### src/rtl/johnson_counter_if.sv
// johnson_counter_if
//   Output bundle of the Johnson counter.
//   q       : counter state, straight from the ring flip-flops
//   phase   : binary index 0..2*WIDTH-1 of q
//   wrap    : high while q is the last state of the period
//   illegal : high while q holds a non-Johnson code
//   Modports: master (counter drives), slave (downstream decode/monitor reads).
interface johnson_counter_if #(
    parameter int WIDTH = 3,
    parameter int PW    = $clog2(2*WIDTH)
);
    logic [WIDTH-1:0] q;
    logic [PW-1:0]    phase;
    logic             wrap;
    logic             illegal;

    modport master (output q, output phase, output wrap, output illegal);
    modport slave  (input  q, input  phase, input  wrap, input  illegal);
endinterface

### src/rtl/johnson_counter.sv
// johnson_counter
//   Free-running, self-correcting Johnson (twisted-ring) counter used as a
//   low-glitch phase/sequence generator. Period is 2*WIDTH states; adjacent
//   states differ in one bit.
//   clk : rising-edge clock
//   rst : asynchronous active-low reset (0 = reset, q cleared at once)
//   bus : master side of johnson_counter_if (q, phase, wrap, illegal)
//
//   state (WIDTH=3) | meaning
//   000             | phase 0, reset / restart point
//   001, 011, 111   | phases 1..3, ones filling from the LSB
//   110             | phase 4, zeros filling from the LSB
//   100             | phase 5, last state of the period (wrap)
//   010, 101        | illegal, flushed to 000 on the next edge
module johnson_counter #(
    parameter int WIDTH = 3,
    parameter int PW    = $clog2(2*WIDTH)
) (
    input  logic                  clk,
    input  logic                  rst,
    johnson_counter_if.master     bus
);

    logic [WIDTH-1:0] q_r;
    logic [WIDTH-1:0] q_nxt;
    logic [PW-1:0]    phase_c;
    logic             legal_c;

    // Johnson code for phase k: k ones from the LSB for k<=WIDTH,
    // otherwise ones above (k-WIDTH) low zeros.
    function automatic logic [WIDTH-1:0] code_of(input int k);
        logic [WIDTH-1:0] c;
        c = '0;
        for (int i = 0; i < WIDTH; i++) begin
            if (k <= WIDTH) c[i] = (i < k);
            else            c[i] = (i >= k - WIDTH);
        end
        return c;
    endfunction

    // Legality and phase come from one compare against every legal code, so an
    // illegal code reads as phase 0 without extra gating.
    always_comb begin
        phase_c = '0;
        legal_c = 1'b0;
        for (int k = 0; k < 2*WIDTH; k++) begin
            if (q_r == code_of(k)) begin
                legal_c = 1'b1;
                phase_c = PW'(k);
            end
        end
    end

    // Illegal codes jump straight to 000 so recovery is always a single cycle,
    // never a multi-cycle wander through other illegal codes.
    always_comb begin
        q_nxt = '0;
        if (legal_c) q_nxt = {q_r[WIDTH-2:0], ~q_r[WIDTH-1]};
    end

    always_ff @(posedge clk or negedge rst) begin
        if (!rst) q_r <= '0;
        else      q_r <= q_nxt;
    end

    assign bus.q       = q_r;
    assign bus.phase   = phase_c;
    assign bus.wrap    = (q_r == {1'b1, {(WIDTH-1){1'b0}}});
    assign bus.illegal = ~legal_c;

endmodule

### src/flat_wrapper.sv
// flat-port wrapper written by rule: the top's interface ports become plain ports
module johnson_counter_flat 
#(
    parameter int WIDTH = 3,
    parameter int PW    = $clog2(2*WIDTH)
)
  (clk, rst, bus_q, bus_phase, bus_wrap, bus_illegal);
  johnson_counter_if #(.WIDTH(WIDTH), .PW(PW)) bus_i ();
  input  logic clk;
  input  logic rst;
  output wire logic [$bits(bus_i.q)-1:0] bus_q;
  output wire logic [$bits(bus_i.phase)-1:0] bus_phase;
  output wire logic [$bits(bus_i.wrap)-1:0] bus_wrap;
  output wire logic [$bits(bus_i.illegal)-1:0] bus_illegal;
  assign bus_q = bus_i.q;
  assign bus_phase = bus_i.phase;
  assign bus_wrap = bus_i.wrap;
  assign bus_illegal = bus_i.illegal;
  johnson_counter #(.WIDTH(WIDTH), .PW(PW)) u_core (.clk(clk), .rst(rst), .bus(bus_i));
endmodule
### config.mk
export PLATFORM = sky130hd
export DESIGN_NAME = johnson_counter_flat
export DESIGN_NICKNAME = d
export VERILOG_FILES = /design/src/rtl/johnson_counter_if.sv /design/src/rtl/johnson_counter.sv /design/src/flat_wrapper.sv
export SDC_FILE = /design/constraint.sdc
export NUM_CORES = 1
export LEC_CHECK = 0
export CORE_AREA = 4 4 41 43
export CTS_CLUSTER_DIAMETER = 200
export DETAILED_ROUTE_END_ITERATION = 16
export DIE_AREA = 0 0 45 47
export GPL_ROUTABILITY_DRIVEN = 0
export PLACE_DENSITY = 0.4
export SYNTH_ARGS = -nofsm -noshare
export SYNTH_HDL_FRONTEND = slang
export SYNTH_SLANG_ARGS = --single-unit
### constraint.sdc
create_clock -name clk -period 1.35 [get_ports clk]
set_clock_uncertainty 0.2 [all_clocks]
set_input_delay 0.27 -clock clk [delete_from_list [all_inputs] [get_ports clk]]
set_output_delay 0.27 -clock clk [all_outputs]
set_load 0.01 [all_outputs]
==> impl_metrics.csv <==
group,metric,value,unit
run_status,status,"finished, violations left",
run_status,violations,"negative setup slack",
route,postRouteWirelength,538,microns
worst_setup_path,reg2reg_depth,5,
placed_design,place.detailed.hpwl,375,microns
timing,final_critical_path_setup_slack,-336,ps
pwr,pwr-share-seq,36.6,%
pwr,power_frac_comb,1.7,%
placed_design,port_buffers,9,
pwr,power.share.switching,17.7,%
route,total_vias_in_the_final_route,216,
worst_setup_path,worst-r2r-setup-slack,100,ps
worst_setup_path,setup.worst_path.start,"u_core.bus.q[2]",
global_routing,grt_start_max_net_pins,5,
yosys,netlist_instances,17,
pwr,static-leakage-power,0.223,nW
floorplan,floorplan.die_area,2120,sq um
floorplan,dieWidth,45,microns
floorplan,floorplan.core_area,1300,sq um
clock_tree,clock_sink_count,3,
timing,relSlewSlack,92.3,%
min_path,min-delay-path-class,"in2async",
floorplan,floorplan.die.height,47,microns
worst_setup_path,required_time_worst_endpoint,880,ps
clock_tree,worstSkewPairLatency,230,ps
worst_setup_path,cp.arrival,1220,ps
timing,final-hold-violation-count,0,
floorplan,io_pins,10,
global_routing,grt-ovfl-total,0,
worst_setup_path,critical_path.endpoint_type,"output port",
worst_setup_path,path_max_fanout,3,
clock_tree,cts_max_level,1,
timing,period_share,125,%
yosys,synthesis.nets,19,
yosys,postSynthRegisterBits,3,
timing,report.final.setup_viol,8,
yosys,synth.top_cells.by_area,"dfrtp_1 (48%), nor2_1 (7.2%), a21oi_1 (6.4%)",
worst_setup_path,critical_path.cell_chain,"or3b_1 > o21ai_2 > buf_2",
route,ant_nets,0,
clock_tree,cts_root_buf,"clkbuf_4",
pwr,power_density,588,nW/um^2
timing,maxClockFrequency,0.593,GHz
cells_and_area,area_delta_synth_final,169,%
global_routing,global_route.usage.total,6.81,%
worst_setup_path,path_delay_family,"flip-flops",
worst_setup_path,timing.rr.start,"u_core.bus.q[2]",
route,drt_pass1_iterations,1,
cells_and_area,number_of_flip_flops_under_the_largest_register_name,3,
cells_and_area,layout-drive-gt1-share,75.0,%
timing,rsz0062_at_grt,"true",
timing,layout_min_cycle_time,1690,ps
route,drt-wirelength-per-cell,9.12,microns
floorplan,num_rows,13,
timing,holdWs,21.7,ps
route,route.detailed.vias_per_inst,3.66,
pwr,clock_network_fraction_of_total_power,61.8,%
cells_and_area,number_of_filler_instances_in_the_final_layout,147,
clock_tree,tritoncts.num_buffers,3,
yosys,synthDominantAreaCellType,"dfrtp_1",
cells_and_area,number_of_nets_in_the_finished_design,47,
worst_setup_path,worstSetupStartpointType,"register",
yosys,synth_largest_type_area_fraction,48.0,%
clock_tree,ctsLongestPathBuffers,2,
yosys,ys.warnings.count,0,
yosys,seq_area_frac_synth,48.0,%
worst_setup_path,timing_worst_setup_path_type,"reg2out",
pwr,netSwitchingPower,0.0439,mW
clock_tree,tritoncts,"built",
pwr,power_report.internal_total,0.203,mW
yosys,netlist_area,156,sq um
worst_setup_path,critPathCapture,"bus_illegal",
job,max_cap_viol_count,0,
yosys,yosys.cell_types.count,11,
worst_setup_path,slowest_stage,"dfrtp_2",
worst_setup_path,crit_path_max_incr_delay,390,ps
pwr,worst_ir_drop_vdd,0.319,mV
clock_tree,clkTransAtPathRegs,40,ps
global_routing,grt_antenna_before_repair,0,
worst_setup_path,worstPathBufferInverterCount,1,
worst_setup_path,rr_endpoint,"u_core.bus.q[0]",
cells_and_area,n_antenna_cell,0,
global_routing,grt_pass1_vias,252,
cells_and_area,post_route_utilization,32.3,%
route,initialDrtViolationCount,0,
timing,worst_slew_pin_slew,112,ps
worst_setup_path,crit_cells,3,
route,drc,0,
global_routing,first_pass_grt_wire_length,959,microns
floorplan,start_util,12.0,%
yosys,synthesis.area_per_instance,9.20,sq um
timing,slew_viol_final,0,
cell usage after synthesis (all sizes together):
cell type,number
nor2,3
o21ai,1
dfrtp,3
mux2i,1
or3b,1
a21oi,2
inv,2
and2,1
xnor2,1
nand2,1
and2b,1
layer usage:
metal  wire [microns]  share of wire (%)  vias to the layer above  track usage (%)
li1                 -                  -                      109                -
met1              196                 36                       97             6.18
met2              286                 53                       10             11.0
met3               55                 10                        0             1.92
met4                0                  0                        0             8.77
met5                0                  0                        -                0
metrics by stage:
step                      setup TNS (ps)  instances  area [sq um]  setup slack [ps]  total power [mW]
after global routing               -2230         59           420              -381             0.266
after detailed placement           -2500         49           333              -527            0.0958
after floorplan                    -31.5         17           164             -31.5            0.0916
final                              -1870         59           420              -336             0.247
after CTS                          -1890         57           393              -345             0.259
after global placement             -2480         49           333              -519            0.0955
layout make-up:
cell class,instances,area (sq um),area share (%)
tap,15,18.8,4.46
sequential,3,77.6,18.5
inverter,2,7.51,1.79
multi-input combinational,12,81.3,19.3
clock buffer,4,26.3,6.25
timing repair buffer,23,209,49.7
power groups by stage:
stage | Clock [mW] | Combinational, mW | Sequential, mW
floorplan | 0 | 0.0000000477 | 0.0916
global placement | 0 | 0.00401 | 0.0915
detailed placement | 0 | 0.00425 | 0.0915
CTS | 0.164 | 0.00425 | 0.0904
global route | 0.171 | 0.00459 | 0.0903
finish | 0.153 | 0.00411 | 0.0905
cells by family after synthesis:
family | share of synthesized area [%]
AO/OA/AOI/OAI | 9.60
flip-flops | 48.0
AND/OR/NAND/NOR | 25.6
multiplexers | 6.40
XOR/XNOR | 5.60
buffers and inverters | 4.80
how the worst min path moves through the flow:
stage | startpoint | end | slack (ps) | depth (start not counted)
5_1_grt | rst | u_core.bus.q[2] | 20 | 1
3_3_place_gp | rst | u_core.bus.q[1] | 260 | 1
3_5_place_dp | rst | u_core.bus.q[1] | 260 | 1
2_1_floorplan | rst | u_core.bus.q[0] | -230 | 0
6_report | rst | u_core.bus.q[2] | 20 | 1
4_1_cts | rst | u_core.bus.q[2] | 20 | 1
cells in the final DEF, fill, tap and decap left out:
master and instances:
buf_6 11, buf_4 8, nor2_1 3, clkbuf_4 3, buf_2 3, inv_2 2, a21oi_1 2, dfrtp_2 2
and2b_2 1, and2_4 1, nand2_2 1, or3b_1 1, o21ai_2 1, xnor2_1 1, mux2i_1 1, clkbuf_1 1
clkdlybuf4s50_1 1, dfrtp_1 1
timing repair:
action / in CTS / in global routing
hold buffers: 0 / 0
gates resized for setup: 43 / 5
pin swaps: 2 / 0
buffers inserted: 4 / 4
endpoints found under the setup margin: 8 / 8
hold endpoints to repair: 0 / 0
(Power assumes the default switching activity.)
